==> src/rtl/scan_inject_seq.sv <==
// rtl/scan_inject_seq.sv - LFSR scan-chain fill/check sequencer with optional capture strobe
module scan_inject_seq #(
    parameter int CHAINS    = 2,
    parameter int CHAIN_LEN = 16,
    parameter int CNT_W     = 11
) (
    input  logic              clk,
    input  logic              up_button,
    input  logic              start,
    input  logic              capture_en,
    input  logic [7:0]        seed,
    input  logic [CHAINS-1:0] scan_out,
    output logic              scan_en,
    output logic [CHAINS-1:0] scan_in,
    output logic              capture,
    output logic              busy,
    output logic              done,
    output logic [CHAINS-1:0] fail
);

    typedef enum logic [2:0] {
        IDLE  = 3'd0,
        FILL  = 3'd1,
        CHECK = 3'd2,
        CAPT  = 3'd3,
        DONE  = 3'd4
    } state_t;

    localparam logic [CNT_W-1:0] LAST = CNT_W'(CHAIN_LEN - 1);

    state_t            state, state_nxt;
    logic [CNT_W-1:0]  cnt, cnt_nxt;
    logic [7:0]        gen, gen_nxt;
    logic [7:0]        chk, chk_nxt;
    logic              cap_latch, cap_latch_nxt;
    logic              accept;
    logic              shift_nxt;
    logic [7:0]        seed_eff;
    logic [CHAINS-1:0] scan_in_nxt;
    logic [CHAINS-1:0] fail_nxt;

    function automatic logic [7:0] lfsr_step(input logic [7:0] v);
        return {v[6:0], v[7] ^ v[5] ^ v[4] ^ v[3]};
    endfunction

    // An all-zero seed would lock the LFSR, so it is promoted to 1.
    assign seed_eff = (seed == 8'h00) ? 8'h01 : seed;

    always_comb begin
        state_nxt     = state;
        cnt_nxt       = cnt;
        cap_latch_nxt = cap_latch;
        accept        = 1'b0;
        case (state)
            IDLE: begin
                if (start) begin
                    accept        = 1'b1;
                    cap_latch_nxt = capture_en;
                    cnt_nxt       = '0;
                    state_nxt     = FILL;
                end
            end
            FILL: begin
                if (cnt == LAST) begin
                    cnt_nxt   = '0;
                    state_nxt = CHECK;
                end else begin
                    cnt_nxt = cnt + CNT_W'(1);
                end
            end
            CHECK: begin
                if (cnt == LAST) begin
                    cnt_nxt   = '0;
                    state_nxt = cap_latch ? CAPT : DONE;
                end else begin
                    cnt_nxt = cnt + CNT_W'(1);
                end
            end
            CAPT:    state_nxt = DONE;
            DONE:    state_nxt = IDLE;
            default: state_nxt = IDLE;
        endcase
    end

    // gen holds the word being driven onto the chains in the current cycle.
    always_comb begin
        gen_nxt = gen;
        if (accept) begin
            gen_nxt = seed_eff;
        end else if (state == FILL || state == CHECK) begin
            gen_nxt = lfsr_step(gen);
        end
        shift_nxt = (state_nxt == FILL) || (state_nxt == CHECK);
        scan_in_nxt = '0;
        for (int c = 0; c < CHAINS; c++) begin
            scan_in_nxt[c] = shift_nxt & gen_nxt[c % 8];
        end
    end

    always_comb begin
        chk_nxt  = chk;
        fail_nxt = fail;
        if (accept) begin
            chk_nxt  = seed_eff;
            fail_nxt = '0;
        end else if (state == CHECK) begin
            chk_nxt = lfsr_step(chk);
            for (int c = 0; c < CHAINS; c++) begin
                fail_nxt[c] = fail[c] | (scan_out[c] ^ chk[c % 8]);
            end
        end
    end

    // Outputs are registered from the next-state decode so they align with the state.
    always_ff @(posedge clk) begin
        if (up_button) begin
            state     <= IDLE;
            cnt       <= '0;
            gen       <= 8'h01;
            chk       <= 8'h01;
            cap_latch <= 1'b0;
            scan_en   <= 1'b0;
            scan_in   <= '0;
            capture   <= 1'b0;
            busy      <= 1'b0;
            done      <= 1'b0;
            fail      <= '0;
        end else begin
            state     <= state_nxt;
            cnt       <= cnt_nxt;
            gen       <= gen_nxt;
            chk       <= chk_nxt;
            cap_latch <= cap_latch_nxt;
            scan_en   <= shift_nxt;
            scan_in   <= scan_in_nxt;
            capture   <= (state_nxt == CAPT);
            busy      <= (state_nxt != IDLE);
            done      <= (state_nxt == DONE);
            fail      <= fail_nxt;
        end
    end

endmodule
==> config.mk <==
export PLATFORM = sky130hd
export DESIGN_NAME = scan_inject_seq
export DESIGN_NICKNAME = d
export VERILOG_FILES = /design/src/rtl/scan_inject_seq.sv
export SDC_FILE = /design/constraint.sdc
export NUM_CORES = 1
export LEC_CHECK = 0
export BUFFER_PORTS_ARGS = -buffer_cell sky130_fd_sc_hd__buf_2
export CAP_MARGIN = 25
export CORE_UTILIZATION = 35
export CTS_BUF_LIST = sky130_fd_sc_hd__clkbuf_4 sky130_fd_sc_hd__clkbuf_8
export CTS_CLUSTER_SIZE = 20
export DETAILED_ROUTE_END_ITERATION = 16
export MAX_ROUTING_LAYER = met4
export PLACE_DENSITY = 0.55
export REMOVE_ABC_BUFFERS = 1
export SYNTH_ARGS = -nofsm -noshare
export SYNTH_HDL_FRONTEND = slang
export SYNTH_SLANG_ARGS = --single-unit
==> constraint.sdc <==
create_clock -name clk -period 1.72 [get_ports clk]
set_clock_uncertainty 0.2 [all_clocks]
set_input_delay 0.258 -clock clk [delete_from_list [all_inputs] [get_ports clk]]
set_output_delay 0.258 -clock clk [all_outputs]
set_load 0.01 [all_outputs]
==> results.toml <==
[setup_path]
max_stage_delay_ns = 0.34
cp_cell_sequence = "buf_4, xnor2_2, nor2_2, buf_4, a21oi_2, buf_4, nor3_1"
worstPathRequired_ns = 1.73
r2r-start = "state[1]"
rrSetupSlack_ns = 0.05
rr_worst_depth = 7
cp_slowest_cell = "dfxtp_2"
cp_data_arrival_time_ns = 1.68
crit_top_cell = "buf_4"
critPathMaxFanout = 6
worstSetupPathType = "register to register"
crit_path_start = "state[1]"
timing.rr.end = "cnt[1]"
critPathCaptureType = "register"
start_kind = "register"

[cts]
cts.sinks = 39
h-tree-depth = 2
clock_latency_ns = 0.30
clk_root_buffer_cell = "clkbuf_8"
cts_max_path_buffers = 2
clkSlewWorstSetupHoldPaths_ns = 0.08
cts_tree = "done"
cts_buffers = 5

[logic_synthesis]
synth_edf_count = 0
netlist-cell-type-count = 46
synthMuxAreaShare_pct = 2.75
synthMostInstantiatedCell = "dfxtp_1"
synth_compound_area_share_pct = 17.0
ys_ff_latch = 39
synth_async_sr_flop_share_pct = 0
synth_warnings = 0
synthTopCellsByArea = "dfxtp_1, xor2_1, nand2_1"
syn_inst = 205
synthSimpleGateAreaFrac_pct = 24.7
synth_adder_area_share_pct = 0.687
synth_area_sq_um = 1820
yosysTopAreaCell = "dfxtp_1"
synth_area_per_cell_sq_um = 8.89
synth_commonest_cells = "dfxtp_1, nand2_1, nor2_1"
ys_seq_area_share_pct = 42.9
synthFlopType = "dfxtp_1"
synth_xor_area_share_pct = 7.69
synth_top_family_by_area = "simple AND/OR/NAND/NOR gates"
yosys.area.top_type_share_pct = 42.9

[grt]
grt_util_met2_pct = 24.7
antenna_found_initial = 0
globalRouteOverflowTotal = 0
grt_usage_pct = 17.5
grt_max_degree = 23
grt_use_met3_pct = 4.07
grtUsageMet1_pct = 23.0
grt_pass1_vias = 1470
grt_busiest_layer = "met2"
grt_pass1_wl_um = 6930

[power]
peakVddDrop_mv = 0.311
p_leak_nw = 1.05
p_per_area_nw_per_um2 = 880

[min_path]
min_from = "seed[4]"
whs_path_depth = 3
hold_class = "primary input to register"
holdPathEnd = "gen[4]"

[sta]
drv_slew = 0
hold_viol_final = 0
fin_crit_sh_pct = 97.0
fin_crit_ns = 1.67
setup-violations-final = 0
holdWs_ns = 0.0645
slew_headroom_pct = 77.4
max_freq_mhz = 600
tns_ns = 0
rsz0062_at_grt = "true"
worst_pin_slew_ns = 0.339

[place]
placedCellCount = 316
dp_hpwl_um = 3020
port_buffers = 21
place_congestion = 0.824

[floorplan]
io_pins = 22
die-area_sq_um = 5500
core_area_sq_um = 4880
rows = 25
initial_core_util_pct = 37.3
die_w_um = 74.1
die-height_um = 74.1

[cells_and_area]
syn_to_final_growth_pct = 37.7
drive_gt1_share_pct = 37.8
nNetsFinal = 273
n_antenna_cell = 0
finalCoreUtilization_pct = 51.4
stdcell_count = 326

[flow_run]
cap_viol_max_count = 0

[routing]
via_count = 1634
drt-wirelength-per-cell_um = 13.2
drt_wl_total_um = 4310
drc_errors = 0
via_per_inst = 5.01
dr.pass1.iters = 4
detail-route-antenna-nets = 0
drt-initial-drc-count = 77

[status]
status = "finished clean"
critical path, delay by kind of cell, from the launching register on:
| family | cells | cell delay [ns] |
|---|---|---|
| compound gates | 1 | 0.06 |
| simple gates | 2 | 0.35 |
| flops | 1 | 0.34 |
| xor+xnor | 1 | 0.15 |
| buf+inv | 3 | 0.48 |
metal layers:
layer	vias up	share of wire, %
met5	-	0
met4	0	2.2
met3	8	2.4
met2	18	46
met1	759	49
li1	849	-
worst max-delay path by stage:
stage          endpoint  slack, ns  cells after the start
6_report         cnt[1]       0.05                      7
2_1_floorplan    chk[3]      -0.38                      4
3_5_place_dp     chk[0]      -0.05                      5
4_1_cts          chk[7]     -0.008                      6
5_1_grt          cnt[1]      -0.03                      7
3_3_place_gp     chk[0]      -0.08                      5
report_power, final:
group          internal, W  switching (W)
logic             0.000150       0.000160
registers         0.000948      0.0000299
clock network     0.000579       0.000339
timing repair:
item,CTS,global route
pin swaps,0,7
setup buffers,0,1
resized for setup,4,30
setup endpoints to repair,16,28
hold endpoints to repair,1,0
hold buffers,1,0
layout by cell type, fill, tap and decap left out, drive strengths merged, types with 4 or more instances in the layout:
master,n
a211oi,4
a21oi,15
a22oi,5
and2,4
buf,58
clkbuf,5
dfxtp,39
mux2i,5
nand2,23
nand3,4
nand4,6
nor2,17
nor3,11
or3,4
xnor2,5
xor2,11
flip-flops by register name, summed over array words and instances, names as in the netlist:
| register | count |
|---|---|
| scan_in | 2 |
| cap_latch | 1 |
| scan_en | 1 |
| busy | 1 |
| fail | 2 |
| gen | 8 |
| cnt | 11 |
| capture | 1 |
| chk | 8 |
| state | 3 |
| done | 1 |
layout make-up:
class	instances	area, sq um
multi-input cells	151	1080
clock buffers	5	68.8
clock inverters	3	67.6
repair buffers	59	413
flip-flops and latches	39	788
well taps	67	83.8
inverters	2	7.51
fillers	453	2370
cell families (layout without fill, tap and decap cells):
| group | count (synthesis) | count (layout) |
|---|---|---|
| adder cells (fa/ha/maj) | 1 | 1 |
| buffers and inverters | 15 | 69 |
| AO/OA/AOI/OAI | 43 | 43 |
| multiplexers | 5 | 5 |
| XOR/XNOR | 16 | 16 |
| flip-flops | 39 | 39 |
| AND/OR/NAND/NOR | 86 | 86 |
stage by stage:
step	worst slack, ns	total power, W	cell area (sq um)
6_report	0.0521	0.00221	2510
5_1_grt	-0.0289	0.00230	2510
4_1_cts	-0.00750	0.00220	2390
3_5_place_dp	-0.0451	0.00128	2220
3_3_place_gp	-0.0839	0.00128	2220
2_1_floorplan	-0.383	0.00115	1750
(Power assumes the default switching activity.)
